--- src/rtl/clk_supervisor_pkg.sv ---
//------------------------------------------------------------------------------
// clk_supervisor_pkg : shared clock-state codes, FSM encodings and fault codes
// Rev 1.0
//------------------------------------------------------------------------------
`default_nettype none

package clk_supervisor_pkg;

    localparam logic [2:0] CLK_STATE_LOW       = 3'd0;
    localparam logic [2:0] CLK_STATE_HIGH      = 3'd1;
    localparam logic [2:0] CLK_STATE_RISE      = 3'd2;
    localparam logic [2:0] CLK_STATE_FALL      = 3'd3;
    localparam logic [2:0] CLK_STATE_UNDIFINED = 3'd7;

    typedef enum logic [2:0] {
        ST_IDLE    = 3'd0,
        ST_ACQUIRE = 3'd1,
        ST_MEASURE = 3'd2,
        ST_LOCKED  = 3'd3,
        ST_FAULT   = 3'd4
    } sup_state_e;

    localparam logic [1:0] FAULT_NONE   = 2'd0;
    localparam logic [1:0] FAULT_NO_CLK = 2'd1;
    localparam logic [1:0] FAULT_PERIOD = 2'd2;
    localparam logic [1:0] FAULT_UNDEF  = 2'd3;

    function automatic logic in_window(input int period, input int lo, input int hi);
        return (period >= lo) && (period <= hi);
    endfunction

endpackage

`default_nettype wire

--- src/rtl/clk_period_counter.sv ---
//------------------------------------------------------------------------------
// clk_period_counter : saturating cycles-since-rise counter with timeout flag
// Rev 1.0
//------------------------------------------------------------------------------
`default_nettype none

module clk_period_counter #(
    parameter int CNT_W   = 16,
    parameter int TIMEOUT = 32
) (
    input  logic             clk_i,
    input  logic             rst_n_i,
    input  logic             clr_i,
    input  logic             rise_i,
    output logic [CNT_W-1:0] period_o,
    output logic             timeout_o
);

    localparam logic [CNT_W-1:0] CNT_MAX = '1;

    logic [CNT_W-1:0] cnt_q;
    logic [CNT_W-1:0] cnt_d;

    always_comb begin
        cnt_d = cnt_q;
        if (clr_i || rise_i) begin
            cnt_d = '0;
        end else if (cnt_q != CNT_MAX) begin
            cnt_d = cnt_q + CNT_W'(1);
        end
    end

    always_ff @(posedge clk_i or negedge rst_n_i) begin
        if (!rst_n_i) begin
            cnt_q <= '0;
        end else begin
            cnt_q <= cnt_d;
        end
    end

    // A rise in the timeout cycle takes precedence, so timeout is masked by it.
    assign period_o  = (cnt_q == CNT_MAX) ? CNT_MAX : cnt_q + CNT_W'(1);
    assign timeout_o = !rise_i && (cnt_q == CNT_W'(TIMEOUT - 1));

endmodule

`default_nettype wire

--- src/rtl/clk_supervisor.sv ---
//------------------------------------------------------------------------------
// clk_supervisor : monitored-clock period supervisor with lock/fault FSM
// Optional feature macro: CLK_SUPERVISOR_UNDEF_CHECK_EN (undefined state -> fault)
// Rev 1.0
//------------------------------------------------------------------------------
`default_nettype none

module clk_supervisor #(
    parameter int CNT_W      = 16,
    parameter int MIN_PERIOD = 8,
    parameter int MAX_PERIOD = 12,
    parameter int LOCK_CNT   = 4,
    parameter int TIMEOUT    = 32
) (
    input  logic             clk_i,
    input  logic             rst_n_i,
    input  logic [2:0]       clk_state_i,
    input  logic             enable_i,
    input  logic             clear_i,
    output logic [2:0]       state_o,
    output logic             locked_o,
    output logic             fault_o,
    output logic [1:0]       fault_code_o,
    output logic [CNT_W-1:0] period_o,
    output logic             period_vld_o
);
    import clk_supervisor_pkg::*;

    localparam int GOOD_W = $clog2(LOCK_CNT + 1);

    sup_state_e        state_q, state_d;
    logic [GOOD_W-1:0] good_q, good_d;
    logic [1:0]        code_q, code_d;
    logic              locked_q, fault_q, period_vld_q;
    logic [CNT_W-1:0]  period_q;

    logic              w_rise, w_undef, w_timeout, w_in_win, w_upd, w_cnt_clr;
    logic [CNT_W-1:0]  w_period;

    assign w_rise    = (clk_state_i == CLK_STATE_RISE);
`ifdef CLK_SUPERVISOR_UNDEF_CHECK_EN
    assign w_undef   = (clk_state_i == CLK_STATE_UNDIFINED);
`else
    assign w_undef   = 1'b0;
`endif
    assign w_cnt_clr = (state_q == ST_IDLE) || (state_q == ST_FAULT);

    clk_period_counter #(
        .CNT_W   (CNT_W),
        .TIMEOUT (TIMEOUT)
    ) u_cnt (
        .clk_i     (clk_i),
        .rst_n_i   (rst_n_i),
        .clr_i     (w_cnt_clr),
        .rise_i    (w_rise),
        .period_o  (w_period),
        .timeout_o (w_timeout)
    );

    assign w_in_win = in_window(int'(w_period), MIN_PERIOD, MAX_PERIOD);
    // The first rise in ACQUIRE only opens the first full period, so it is not reported.
    assign w_upd    = enable_i && w_rise &&
                      ((state_q == ST_MEASURE) || (state_q == ST_LOCKED));

    always_comb begin
        state_d = state_q;
        good_d  = good_q;
        code_d  = code_q;
        if (!enable_i) begin
            state_d = ST_IDLE;
            good_d  = '0;
            code_d  = FAULT_NONE;
        end else begin
            case (state_q)
                ST_IDLE: state_d = ST_ACQUIRE;
                ST_ACQUIRE, ST_MEASURE, ST_LOCKED: begin
                    if (w_undef) begin
                        state_d = ST_FAULT;
                        code_d  = FAULT_UNDEF;
                    end else if (w_rise) begin
                        if (state_q == ST_ACQUIRE) begin
                            state_d = ST_MEASURE;
                            good_d  = '0;
                        end else if (!w_in_win) begin
                            if (state_q == ST_LOCKED) begin
                                state_d = ST_FAULT;
                                code_d  = FAULT_PERIOD;
                            end else begin
                                good_d = '0;
                            end
                        end else if (state_q == ST_MEASURE) begin
                            good_d = good_q + GOOD_W'(1);
                            if (good_q == GOOD_W'(LOCK_CNT - 1)) begin
                                state_d = ST_LOCKED;
                            end
                        end
                    end else if (w_timeout) begin
                        state_d = ST_FAULT;
                        code_d  = FAULT_NO_CLK;
                    end
                end
                ST_FAULT: begin
                    if (clear_i) begin
                        state_d = ST_ACQUIRE;
                        code_d  = FAULT_NONE;
                    end
                end
                default: state_d = ST_IDLE;
            endcase
        end
    end

    always_ff @(posedge clk_i or negedge rst_n_i) begin
        if (!rst_n_i) begin
            state_q      <= ST_IDLE;
            good_q       <= '0;
            code_q       <= FAULT_NONE;
            locked_q     <= 1'b0;
            fault_q      <= 1'b0;
            period_q     <= '0;
            period_vld_q <= 1'b0;
        end else begin
            state_q      <= state_d;
            good_q       <= good_d;
            code_q       <= code_d;
            locked_q     <= (state_d == ST_LOCKED);
            fault_q      <= (state_d == ST_FAULT);
            period_vld_q <= w_upd;
            if (w_upd) begin
                period_q <= w_period;
            end
        end
    end

    assign state_o      = state_q;
    assign locked_o     = locked_q;
    assign fault_o      = fault_q;
    assign fault_code_o = code_q;
    assign period_o     = period_q;
    assign period_vld_o = period_vld_q;

endmodule

`default_nettype wire
--- config.mk ---
export PLATFORM = sky130hd
export DESIGN_NAME = clk_supervisor
export DESIGN_NICKNAME = d
export VERILOG_FILES = /design/src/rtl/clk_supervisor_pkg.sv /design/src/rtl/clk_period_counter.sv /design/src/rtl/clk_supervisor.sv
export SDC_FILE = /design/constraint.sdc
export NUM_CORES = 1
export LEC_CHECK = 0
export CAP_MARGIN = 20
export CELL_PAD_IN_SITES_DETAIL_PLACEMENT = 1
export CELL_PAD_IN_SITES_GLOBAL_PLACEMENT = 1
export CORE_MARGIN = 2
export CORE_UTILIZATION = 44
export CTS_BUF_LIST = sky130_fd_sc_hd__clkbuf_8
export DETAILED_ROUTE_END_ITERATION = 8
export GPL_TIMING_DRIVEN = 0
export PLACE_DENSITY_LB_ADDON = 0.1
export SYNTH_ARGS = -nofsm -noshare
export SYNTH_HDL_FRONTEND = slang
export SYNTH_HIERARCHICAL = 1
export SYNTH_SLANG_ARGS = --single-unit
--- constraint.sdc ---
create_clock -name clk_i -period 3.8 [get_ports clk_i]
set_clock_uncertainty 0.2 [all_clocks]
set_input_delay 0.57 -clock clk_i [delete_from_list [all_inputs] [get_ports clk_i]]
set_output_delay 0.57 -clock clk_i [all_outputs]
set_load 0.02 [all_outputs]
# Word level (Yosys, flattened, before mapping)
# Cells that the tools add are included.
# Widths: inputs -> output; s select.
[totals]
regBits = 43
elab_cells = 74
[op_classes]
addsub = 2
magnitude_cmp = 2
n_eq_ne = 21
muxes = 28
n_reduce_logical = 13
[ops]
columns = ["operator", "count"]
rows = [
  ["$mux 16", 3],
  ["$mux 3", 16],
  ["$add 16x1->16 const B", 1],
  ["$eq 16x16->1 const B", 1],
  ["$eq 16x5->1 const B", 1],
  ["$ge 16x4->1 const B", 1],
  ["$le 16x4->1 const B", 1],
  ["$ne 16x16->1 const B", 1],
  ["$eq 3x2->1 const B", 5],
  ["$mux 2", 7],
  ["$ne 4x4->1 const B", 3],
  ["$pmux 3 s3", 1],
  ["$ne 4x2->1 const B", 2],
  ["$eq 3x3->1 const B", 2],
  ["$reduce_and 6->1", 1],
  ["$logic_and 1x1->1", 4],
  ["$ne 2x1->1 const B", 2],
  ["$ne 4x3->1 const B", 1],
  ["$pmux 2 s2", 1],
  ["$reduce_and 4->1", 1],
  ["$add 3x1->3 const B", 1],
  ["$eq 3x1->1 const B", 1],
  ["$logic_not 3->1", 1],
  ["$logic_or 1x1->1", 3],
  ["other kinds (5)", 5],
]

# Logic depth before layout (Yosys ltp)
[logic_depth]
depth_word = 10
mapped_depth = 10
depth_no_buf = 10

# Modules after synthesis
# The synthesis kept the hierarchy.
[modules_own_cells]
columns = ["mod", "n_inst", "cells_each", "area_per_inst_um2", "seq_area_each_um2"]
rows = [
  ["clk_supervisor", 1, 109, 1263.7, 675.6],
  ["clk_period_counter", 1, 106, 960.9, 400.4],
]

# Least setup slack after synthesis
# Ideal clock, no wire load.
[synth_timing]
path_type = "reg2reg"
start = "register u_cnt.cnt_q[0]"
end = "register good_q[0]"
setup_ns = 0.074
arrival_time_ns = 2.789
t_required_ns = 3.526
path_slack_ns = 0.737
stages_incl_launch_ff = 11
synth_period_minus_slack_ns = 3.063
cell_sequence = "dfrtp_1 ha_1 nand4_4 or4_4 a31oi_1 a21oi_1 nor4_1 nand2_1 or2_1 or3_4 o21ai_2"
[synth_via]
elab_chain_len = 9
word_cells_on_any_way = 14
[synth_rtl]
columns = ["item", "line", "source"]
rows = [
  ["start: declaration", "clk_period_counter.sv:21", "logic [CNT_W-1:0] cnt_q;"],
  ["start signal: assignment", "clk_period_counter.sv:37", "cnt_q <= cnt_d;"],
  ["$add 16x1->16 / $eq 16x16->1 (equally long branches)", "clk_period_counter.sv:42", "assign period_o = (cnt_q == CNT_MAX) ? CNT_MAX : cnt_q + CNT_W'(1);"],
  ["$mux 16 (*)", "clk_period_counter.sv:42", ""],
  ["named net w_period[12]", "clk_supervisor.sv:38", "logic [CNT_W-1:0] w_period;"],
  ["$ge 16x4->1 / $le 16x4->1 (equally long branches)", "clk_supervisor_pkg.sv:29", "return (period >= lo) && (period <= hi);"],
  ["$logic_and 1x1->1 (*)", "clk_supervisor_pkg.sv:29", ""],
  ["$mux 3", "clk_supervisor.sv:84", "end else if (!w_in_win) begin"],
  ["$mux 3", "clk_supervisor.sv:81", "if (state_q == ST_ACQUIRE) begin"],
  ["$mux 3", "clk_supervisor.sv:80", "end else if (w_rise) begin"],
  ["$mux 3", "clk_supervisor.sv:74", "case (state_q)"],
  ["$mux 3", "clk_supervisor.sv:69", "if (!enable_i) begin"],
  ["end signal: assignment", "clk_supervisor.sv:124", "good_q <= good_d;"],
  ["end: declaration", "clk_supervisor.sv:32", "logic [GOOD_W-1:0] good_q, good_d;"],
]
# Mark *: on every way through the listed nets, which the timed path passes. The rest lies on a longest branch. The select of a mux whose other input is x is not followed.
# A chain may end at the register's enable or synchronous reset.

# Worst setup path in the final report
[layout_timing]
start = "register u_cnt.cnt_q[0]"
end = "register fault_q, in the netlist fault_o"
[layout_via]
elab_chain_len = 10
word_cells_on_any_way = 15
[layout_rtl]
columns = ["item", "line", "source"]
rows = [
  ["$add 16x1->16 / $eq 16x16->1 (equally long branches)", "clk_period_counter.sv:42", ""],
  ["$mux 16 (*)", "clk_period_counter.sv:42", ""],
  ["named net w_period[9]", "clk_supervisor.sv:38", ""],
  ["$ge 16x4->1 / $le 16x4->1 (equally long branches)", "clk_supervisor_pkg.sv:29", ""],
  ["$logic_and 1x1->1 (*)", "clk_supervisor_pkg.sv:29", ""],
  ["$mux 3 (*)", "clk_supervisor.sv:84", ""],
  ["$mux 3 (*)", "clk_supervisor.sv:81", ""],
  ["$mux 3 (*)", "clk_supervisor.sv:80", ""],
  ["$pmux 3 s3 (*)", "clk_supervisor.sv:74", ""],
  ["$mux 3 (*)", "clk_supervisor.sv:69", ""],
  ["$eq 3x3->1 (*)", "clk_supervisor.sv:127", "fault_q <= (state_d == ST_FAULT);"],
  ["end signal: assignment", "clk_supervisor.sv:127", ""],
  ["end: declaration", "clk_supervisor.sv:34", "logic locked_q, fault_q, period_vld_q;"],
]
# Mark *: on every way through the listed nets, which the timed path passes. The rest lies on a longest branch.

==> results.py <==
metrics = {
    "global_route": {
        "grt_usage_pct": 21.5,
        "grt_max_degree": 34,
        "grt_pass1_wl_microns": 8980,
        "antenna_found_initial": 0,
        "overflow": 0,
        "grt_pass1_vias": 1880,
    },
    "drt": {
        "first_pass_iters": 4,
        "wl_per_cell_microns": 17.1,
        "viasPerCell": 5.47,
        "first_iter_violations": 31,
        "route.detailed.drc": 0,
        "final_antenna_net_count": 0,
        "vias": 1755,
        "postRouteWirelength_microns": 5490,
    },
    "worst_hold_path": {
        "hold_path.class": "flip-flop to flip-flop",
    },
    "setup_path": {
        "slowest_delay_ns": 0.47,
        "crit_path_top_delay_cell": "dfrtp_1",
        "endpoint_kind": "flip-flop",
        "startpoint_type": "flip-flop",
        "path_cells": "ha_1 > and4_2 > nand3_1 > clkbuf_1 > nand2_1 > nor4_2 > nand4_1 > or2_1 > and2_1 > o31a_1",
        "crit_type": "flip-flop to flip-flop",
        "cp_max_fo": 10,
        "worstPathRequired_ns": 3.79,
        "cp.arrival_ns": 3.47,
    },
    "floorplan": {
        "die_area_sq_um": 5640,
        "initial_core_util_pct": 46.5,
        "io_pins": 31,
        "die_x_microns": 75.1,
        "core_area_sq_um": 4790,
        "die_h_microns": 75.1,
        "rows": 25,
    },
    "layout": {
        "regArea_sq_um": 1080,
        "final_common_cell": "dfrtp_1",
        "final_nets": 263,
        "drive_above_1_share_pct": 19.7,
        "final_cell_mix": "dfrtp_1, nand2_1, clkdlybuf4s50_1",
        "stdcell_count": 321,
        "multi_input_area_sq_um": 1070,
        "nFillCells": 547,
        "finalInstanceArea_sq_um": 2740,
        "syn2layout_area_growth_pct": 23.0,
        "antenna-diode-count": 0,
        "fin_util_pct": 57.2,
    },
    "sta": {
        "finalHoldViolations": 0,
        "max_slew_margin_pct": 51.8,
        "max_slew.worst_pin.slew_ns": 0.717,
        "maxSlewViolCount": 0,
        "fmax_mhz": 287,
        "layout_setup_ws_ns": 0.313,
        "setup_tns_ns": 0,
        "worst_hold_slack_ns": 0.286,
        "min_period_over_period_pct": 91.8,
        "min_period_ns": 3.49,
        "finalSetupViolations": 0,
        "rsz0062_at_grt": "no",
    },
    "run_status": {
        "status": "finished clean",
    },
    "yosys": {
        "ys.flop_type": "dfrtp_1",
        "ys_seq_area_share_pct": 48.4,
        "synth.distinct_cells": 45,
        "synth_cells": 215,
        "synth_edf_count": 0,
        "synthArstFlopShare_pct": 100,
        "syn-cell-area_sq_um": 2220,
        "avgSynthCellArea_sq_um": 10.3,
        "synth_seq_cells": 43,
        "syn_nets": 225,
        "synth_warnings": 6,
    },
    "clock_network": {
        "clockBufferDepth": 2,
        "clock_latency_ns": 0.30,
        "post_cts_buffers": 0,
        "clock-sinks": 43,
        "clkTransAtPathRegs_ns": 0.08,
        "cts_tree": "done",
        "htree_levels": 2,
        "cts_made_buffers": 5,
        "clockRootBuffer": "clkbuf_8",
        "cts-resized-gates": 0,
    },
    "place": {
        "portBuffers": 29,
        "placed_cells": 312,
        "hpwlAfterDp_microns": 4030,
        "place_congestion": 0.825,
        "post_dp_cell_area_sq_um": 2610,
        "pre_cts_ws_ns": 0.357,
    },
    "run": {
        "drv_cap": 0,
    },
    "power_and_ir_drop": {
        "peakVddDrop_mv": 0.214,
        "p_total_mw": 0.931,
        "p_per_area_nw_per_um2": 340,
        "leakage_nw": 1.23,
    },
}
==> worst max-delay path, delay by kind of cell (launching register included) <==
family	cells	cell delay, ns
AO/OA/AOI/OAI	1	0.30
adder cells (fa/ha/maj)	1	0.31
buffers and inverters	1	0.38
flip-flops	1	0.47
AND/OR/NAND/NOR	7	1.69
==> final timing paths <==
kind,cells after the start,startpoint,slack (ns),endpoint
min,2,good_q[2],0.29,good_q[2]
max reg2reg,10,u_cnt/cnt_q[0],0.31,fault_o
max in group asynchronous,3,rst_n_i,2.45,u_cnt/cnt_q[3]
min reg2reg,2,good_q[2],0.29,good_q[2]
max,10,u_cnt/cnt_q[0],0.31,fault_o
min in group asynchronous,2,rst_n_i,0.48,fault_code_o[1]
==> layer usage <==
layer  global-route usage (%)  share of wire [%]
met1                     25.3                 42
met2                     40.2                 55
met3                     3.48                2.1
met4                     5.75               0.93
met5                        0                  0
==> sequential cells by signal (all words and copies together) (netlist names) <==
signal	cells
good_q	3
u_cnt/cnt_q	16
period_o	16
state_o	3
period_vld_o	1
fault_code_o	2
locked_o	1
fault_o	1
==> cells by family after synthesis <==
group	synth area share [%]
flops	48.4
fa+ha+maj	1.69
simple gates	24.1
compound gates	8.89
mux	8.61
buf+inv	3.60
xor+xnor	4.72
==> where the power goes <==
part | internal (mW) | switching [mW]
Clock | 0.196 | 0.165
Combinational | 0.0391 | 0.0525
Sequential | 0.468 | 0.0102
Total | 0.703 | 0.228
==> final cells by class <==
class / count / area share (%)
Timing Repair Buffer: 31 / 11.5
Clock inverter: 3 / 1.60
Buffer: 9 / 1.78
Tap cell: 67 / 3.06
Multi-Input combinational cell: 156 / 39.0
Inverter: 7 / 1.14
Clock buffer: 5 / 2.51
Sequential cell: 43 / 39.3
==> synth_stat cells (all sizes together) (3+ instances only) <==
cell type,n,area (sq um)
clkbuf,5,20.0
o31a,3,26.3
nor4,11,75.1
nand4,6,52.6
xor2,3,26.3
dfrtp,43,1080
ha,3,37.5
a21oi,15,75.1
mux2,17,191
nor2,11,41.3
nand3,7,52.6
buf,4,28.8
and4,3,28.8
o21ai,6,41.3
nor3,8,40.0
inv,6,22.5
or2,3,18.8
nand2,32,120
xnor2,9,78.8
==> repair_timing <==
| item | in CTS | in global routing |
|---|---|---|
| endpoints found under the hold margin | 10 | 0 |
| endpoints found under the setup margin | 0 | 0 |
| hold buffers | 1 | 0 |
Power figures use the tool's default switching activity.
